--- config.mk ---
export PLATFORM = sky130hd
export DESIGN_NAME = fir_mac_engine
export DESIGN_NICKNAME = d
export VERILOG_FILES = /design/src/rtl/fir_mac_engine.sv
export SDC_FILE = /design/constraint.sdc
export NUM_CORES = 2
export LEC_CHECK = 0
export CAP_MARGIN = 20
export CORE_UTILIZATION = 63
export DETAILED_ROUTE_END_ITERATION = 10
export GPL_TIMING_DRIVEN = 0
export PLACE_DENSITY = 0.78
export REMOVE_ABC_BUFFERS = 1
export SYNTH_ARGS = -nofsm -noshare
export SYNTH_HDL_FRONTEND = slang
export SYNTH_SLANG_ARGS = --single-unit
--- constraint.sdc ---
create_clock -name clk_i -period 9.4 [get_ports clk_i]
set_input_delay 1.88 -clock clk_i [delete_from_list [all_inputs] [get_ports clk_i]]
set_output_delay 1.88 -clock clk_i [all_outputs]
set_load 0.005 [all_outputs]
--- src/rtl/fir_mac_engine.sv ---
// Sequential-MAC FIR engine: coefficient RAM, circular sample history, one signed MAC per clock.
// Define FIR_SAT_EN to saturate the result to OUT_W and add the sat_flag_o output.
module fir_mac_engine #(
    parameter int DATA_W = 16,
    parameter int COEF_W = 16,
    parameter int TAPS   = 64,
    parameter int ACC_W  = DATA_W + COEF_W + $clog2(TAPS),
    parameter int OUT_W  = 16,
    parameter int SHIFT  = 15
) (
    input  logic                    clk_i,
    input  logic                    rst_ni,
    input  logic                    coef_we_i,
    input  logic [$clog2(TAPS)-1:0] coef_addr_i,
    input  logic [COEF_W-1:0]       coef_wdata_i,
    input  logic                    s_valid_i,
    output logic                    s_ready_o,
    input  logic [DATA_W-1:0]       s_data_i,
    output logic                    m_valid_o,
    input  logic                    m_ready_i,
    output logic [OUT_W-1:0]        m_data_o,
`ifdef FIR_SAT_EN
    output logic                    sat_flag_o,
`endif
    output logic                    busy_o
);

    localparam int PTR_W  = $clog2(TAPS);
    localparam int CNT_W  = $clog2(TAPS + 1);
    localparam int PROD_W = DATA_W + COEF_W;
    localparam logic [PTR_W-1:0] LAST_TAP = PTR_W'(TAPS - 1);
    localparam logic [CNT_W-1:0] FULL     = CNT_W'(TAPS);
`ifdef FIR_SAT_EN
    localparam logic signed [ACC_W-1:0] OUT_MAX = (ACC_W'(1) <<< (OUT_W - 1)) - ACC_W'(1);
    localparam logic signed [ACC_W-1:0] OUT_MIN = -OUT_MAX - ACC_W'(1);
`endif

    typedef enum logic [1:0] {IDLE, MAC, OUT} state_t;

    state_t                    state_q;
    logic signed [COEF_W-1:0]  coefMem [TAPS];
    logic signed [DATA_W-1:0]  histMem [TAPS];
    logic [PTR_W-1:0]          wrPtr_q;
    logic [PTR_W-1:0]          rdPtr_q;
    logic [PTR_W-1:0]          tap_q;
    logic [CNT_W-1:0]          fill_q;
    logic                      issue_q;
    logic                      prodValid_q;
    logic signed [PROD_W-1:0]  prod_q;
    logic signed [PROD_W-1:0]  prod_d;
    logic signed [ACC_W-1:0]   acc_q;
    logic signed [ACC_W-1:0]   acc_d;
    logic                      sReady_q;
    logic                      mValid_q;
    logic                      busy_q;
    logic [OUT_W-1:0]          mData_q;
    logic [OUT_W-1:0]          result_d;
    logic                      accept;
    logic                      coefWrite;
    logic                      tapLive;
`ifdef FIR_SAT_EN
    logic signed [ACC_W-1:0]   shifted_d;
    logic                      sat_d;
    logic                      satFlag_q;
`endif

    // Taps beyond the number of samples seen since reset read as zero, hiding stale history.
    always_comb begin
        accept    = s_valid_i && sReady_q;
        coefWrite = coef_we_i && (state_q == IDLE) && ({1'b0, coef_addr_i} < (PTR_W + 1)'(TAPS));
        tapLive   = CNT_W'(tap_q) <= fill_q;
        prod_d    = '0;
        if (tapLive) begin
            prod_d = PROD_W'(coefMem[tap_q]) * PROD_W'(histMem[rdPtr_q]);
        end
        acc_d = acc_q;
        if (prodValid_q) begin
            acc_d = acc_q + ACC_W'(prod_q);
        end
`ifdef FIR_SAT_EN
        shifted_d = acc_d >>> SHIFT;
        result_d  = shifted_d[OUT_W-1:0];
        sat_d     = 1'b0;
        if (shifted_d > OUT_MAX) begin
            result_d = OUT_MAX[OUT_W-1:0];
            sat_d    = 1'b1;
        end else if (shifted_d < OUT_MIN) begin
            result_d = OUT_MIN[OUT_W-1:0];
            sat_d    = 1'b1;
        end
`else
        result_d = OUT_W'(acc_d >>> SHIFT);
`endif
    end

    always_ff @(posedge clk_i) begin
        if (coefWrite) begin
            coefMem[coef_addr_i] <= coef_wdata_i;
        end
        if (accept) begin
            histMem[wrPtr_q] <= s_data_i;
        end
    end

    // Products are registered, so the final accumulate lands one clock after the last tap is issued.
    always_ff @(posedge clk_i or negedge rst_ni) begin
        if (!rst_ni) begin
            state_q     <= IDLE;
            wrPtr_q     <= '0;
            rdPtr_q     <= '0;
            tap_q       <= '0;
            fill_q      <= '0;
            issue_q     <= 1'b0;
            prodValid_q <= 1'b0;
            prod_q      <= '0;
            acc_q       <= '0;
            sReady_q    <= 1'b0;
            mValid_q    <= 1'b0;
            busy_q      <= 1'b0;
            mData_q     <= '0;
`ifdef FIR_SAT_EN
            satFlag_q   <= 1'b0;
`endif
        end else begin
            case (state_q)
                IDLE: begin
                    if (accept) begin
                        state_q     <= MAC;
                        sReady_q    <= 1'b0;
                        busy_q      <= 1'b1;
                        acc_q       <= '0;
                        tap_q       <= '0;
                        rdPtr_q     <= wrPtr_q;
                        issue_q     <= 1'b1;
                        prodValid_q <= 1'b0;
                    end else begin
                        sReady_q <= 1'b1;
                    end
                end
                MAC: begin
                    acc_q <= acc_d;
                    if (issue_q) begin
                        prod_q      <= prod_d;
                        prodValid_q <= 1'b1;
                        if (tap_q == LAST_TAP) begin
                            issue_q <= 1'b0;
                        end else begin
                            tap_q   <= tap_q + PTR_W'(1);
                            rdPtr_q <= (rdPtr_q == '0) ? LAST_TAP : rdPtr_q - PTR_W'(1);
                        end
                    end else begin
                        prodValid_q <= 1'b0;
                    end
                    if (prodValid_q && !issue_q) begin
                        state_q  <= OUT;
                        mValid_q <= 1'b1;
                        mData_q  <= result_d;
`ifdef FIR_SAT_EN
                        satFlag_q <= sat_d;
`endif
                        wrPtr_q  <= (wrPtr_q == LAST_TAP) ? '0 : wrPtr_q + PTR_W'(1);
                        if (fill_q != FULL) begin
                            fill_q <= fill_q + CNT_W'(1);
                        end
                    end
                end
                OUT: begin
                    if (m_ready_i) begin
                        state_q  <= IDLE;
                        mValid_q <= 1'b0;
                        busy_q   <= 1'b0;
                        sReady_q <= 1'b1;
`ifdef FIR_SAT_EN
                        satFlag_q <= 1'b0;
`endif
                    end
                end
                default: state_q <= IDLE;
            endcase
        end
    end

    assign s_ready_o  = sReady_q;
    assign m_valid_o  = mValid_q;
    assign m_data_o   = mData_q;
    assign busy_o     = busy_q;
`ifdef FIR_SAT_EN
    assign sat_flag_o = satFlag_q;
`endif

endmodule

==> metrics.md <==
| Metric | Value |
|---|---|
| Commonest non-fill, non-tap cells in the layout | `2048 x edfxtp_1, 633 x mux4_2, 320 x inv_1` |
| Crit path DAT | `~10000 ps` |
| Path type of the worst min-delay path | `reg2reg` |
| Startpoint Class | `flip-flop` |
| Clk_lat worst skew | `between 900 and 1000 ps` |
| FF-to-FF Start | `tap_q[0]$_DFFE_PN0P_` |
| Ys async rst share | `between 5 and 6%` |
| Synthesized-area fraction occupied by adder cells | `7.08%` |
| Crit path max fanout | `23` |
| Final hold vios | `0` |
| Core Rows | `141` |
| Placed instance count | `6879` |
| CP Capture Type | `flip-flop` |
| Crit path to | `prod_q[29]$_DFFE_PN0P_` |
| Seq cells post-synth | `~2.2k` |
| Tightest Pin Transition | `approximately 1300 ps` |
| Starting Density | `roughly 64%` |
| ANT nets after route | `0` |
| Hpwl dp | `145000 microns` |
| Most common cell after layout, fill and taps aside | `edfxtp_1` |
| Nets | `5610` |
| # setup viols final | `0` |
| Area Growth Syn to Fin | `14.5%` |
| Min Tclk post-route | `9320 ps` |
| Portion of netlist area occupied by mux cells | `15.7%` |
| Req. time, crit path | `between 10000 and 15000 ps` |
| Clk buf depth | `3` |
| # hold bufs at CTS | `0` |
| Mapped Cells | `4916` |
| Final Wtd Congestion | `0.869` |
| Pre-Repair DR Iteration Count | `7` |
| Internal reg-to-reg setup slack | `slightly above 80 ps` |
| Vias in the first global route | `~53k` |
| DRC | `0` |
| Post-synthesis compound-gate area fraction | `roughly 2.5%` |
| CP max-delay cell | `or4b_2` |
| Core ar. | `around 150000 sq um` |
| WL per Instance | `~38 microns` |
| Largest net degree at the start of global routing | `92` |
| Yosys cell types | `76` |
| Number of vias per cell | `between 7 and 8` |
| Num CTS Buffers | `just over 200` |
| H-tree depth | `4` |
| Die Height | `about 400 microns` |
| Slowest stage delay, CP | `between 600 and 700 ps` |
| Mapped Avg Cell Area | `19.2 sq um` |
| Status | `finished, final reports clean` |
| Simple-Gate Fraction of Synth Area | `3.38%` |
| First-pass GRT wire length | `379000 microns` |
| Routed Wire Length | `~280000 microns` |
| Worst reg2reg path endpoint | `prod_q[29]$_DFFE_PN0P_` |
| Yosys top cell by area | `edfxtp_1` |
| 1st-iter DRT viols | `~9.0k` |
| Root buffer selected by CTS | `clkbuf_16` |
| IO buf count | `slightly above 60` |
| Synth Cell Area | `about 94000 sq um` |
| Worst slew margin | `between 10 and 15%` |
| Dominant synthesized flop cell | `edfxtp_1` |
| Yosys top cell area share | `about 65%` |
| Xor/xnor cell area share of the yosys netlist | `0.628%` |
| DIE WIDTH | `~390 microns` |
| Finished Layout Cells | `around 7.3k` |
| Synth Warn # | `0` |
| Filler cell count | `just under 8k` |
| Worst setup path class | `reg2reg` |
| Worst-path clk slew | `60 ps` |
| TritonCTS clock tree | `built` |
| R2r worst-path depth | `29` |
| Gr ovfl total | `0` |
| Worst Skew | `~130 ps` |
| Post-synth EDFFs | `~2k` |
| Clk sinks | `between 2k and 2.5k` |
| Total of max-cap violations | `0` |
| Register area share after synthesis | `roughly 68%` |
| Final critical-path share of the clock period | `roughly 100%` |
| Ports | `62` |
| Die area | `roughly 150000 sq um` |
| Total number of vias | `53.2k` |
| Placed Area | `between 100000 and 150000 sq um` |
| Setup crit start | `tap_q[0]$_DFFE_PN0P_` |
| Final instance area | `108000 sq um` |
| Top post-synthesis cells by area | `edfxtp_1 65%, mux4_2 15%, fa_1 5.5%` |
| CP dominant cell by count | `fa_1` |
| Max-slew violations | `0` |
| Total GRT Usage | `roughly 36%` |
| Initial antenna violation count | `25` |
| Layout cells sized above 1 | `between 20% and 30%` |
| Peak Freq | `around 0.11 GHz` |
| Largest family of logic cells by synthesized area | `multiplexers` |
[through the flow]
stage | TNS (ps) | hold WS, ps | utilization (%) | setup slack (ps)
after floorplan | -217940 | 450 | - | -7660
after global placement | -440460 | 461 | 64.9 | -13390
after detailed placement | -4820 | 469 | 67.7 | -762
after CTS | 0 | 481 | 72.5 | 51.9
after global routing | -148 | 497 | 72.9 | -82.7
final | 0 | 473 | 72.9 | 81.6
[area by class of cell]
type	count	area (sq um)	share of cell area (%)
sequential	2158	64300	59.6
multi-input combinational	2200	28100	26.0
clock buffer	245	5270	4.88
timing repair buffer	294	4980	4.61
tap	1930	2410	2.24
clock inverter	129	1580	1.46
inverter	330	1240	1.15
antenna	14	35.0	0.0325
[worst max-delay path, delay by kind of cell (launching register included)]
kind	cells	cell delay [ps]
and+or+nand+nor	6	1520
muxes	3	1600
AOI/OAI and AO/OA	6	1040
DFF	1	480
adders and majority gates	7	3270
buffers and inverters	7	1160
[layer usage]
layer | global-route usage (%) | wire [microns] | vias up
li1 | - | - | 19800
met5 | 0 | 92 | -
met2 | 55.6 | 133000 | 5143
met4 | 16.7 | 18600 | 16
met3 | 9.02 | 39600 | 1300
met1 | 47.8 | 89800 | 26900
[timing repair]
item / CTS / global route
pin swaps: 0 / 4
setup buffers: 5 / 17
resized for setup: 12 / 27
setup endpoints to repair: 16 / 10
cloned: 7 / 3
[sequential cells by signal, summed over array words and instances (netlist names)]
| signal | cells |
|---|---|
| acc_q | 31 |
| busy_o | 1 |
| coefMem | 1024 |
| fill_q | 7 |
| histMem | 1024 |
| issue_q | 1 |
| m_data_o | 16 |
| m_valid_o | 1 |
| prodValid_q | 1 |
| prod_q | 31 |
| rdPtr_q | 6 |
| s_ready_o | 1 |
| state_q | 2 |
| tap_q | 6 |
| wrPtr_q | 6 |
[cell families after synthesis]
kind of cell,count (synthesis)
muxes,682
DFF,2158
adders and majority gates,379
and+or+nand+nor,728
buffers and inverters,558
xor gates and xnor gates,66
AOI/OAI and AO/OA,345
[worst min path at each step]
| stage | from | cells past startpoint | end |
|---|---|---|---|
| after floorplan | prod_q[0]$_DFFE_PN0P_ | 2 | prod_q[0]$_DFFE_PN0P_ |
| after global placement | m_data_o[10]$_DFFE_PN0P_ | 2 | m_data_o[10]$_DFFE_PN0P_ |
| after detailed placement | m_data_o[10]$_DFFE_PN0P_ | 2 | m_data_o[10]$_DFFE_PN0P_ |
| after CTS | m_data_o[10]$_DFFE_PN0P_ | 2 | m_data_o[10]$_DFFE_PN0P_ |
| after global routing | m_data_o[10]$_DFFE_PN0P_ | 2 | m_data_o[10]$_DFFE_PN0P_ |
| final | m_data_o[0]$_DFFE_PN0P_ | 2 | m_data_o[0]$_DFFE_PN0P_ |
[synthesized netlist by cell type (12+ instances only)]
cell type,instances
o21bai_1,12
buf_4,21
buf_1,28
fa_1,257
nand3_1,26
dfrtp_1,110
nand2_1,237
xor2_1,22
ha_1,122
buf_6,21
o21a_1,15
nand2b_1,17
a21oi_1,63
nor2b_1,19
a21o_1,22
inv_1,321
a22o_1,28
or2_2,28
nor2_1,318
mux4_2,633
nor3_1,13
edfxtp_1,2048
clkbuf_1,94
mux2_2,21
mux2i_1,28
o21ai_0,90
a211oi_1,14
buf_2,64
xnor2_1,43
Power is left out: the tool's default activity adds up to more than one toggle a clock period on the data nets, which glitch-free logic cannot reach.
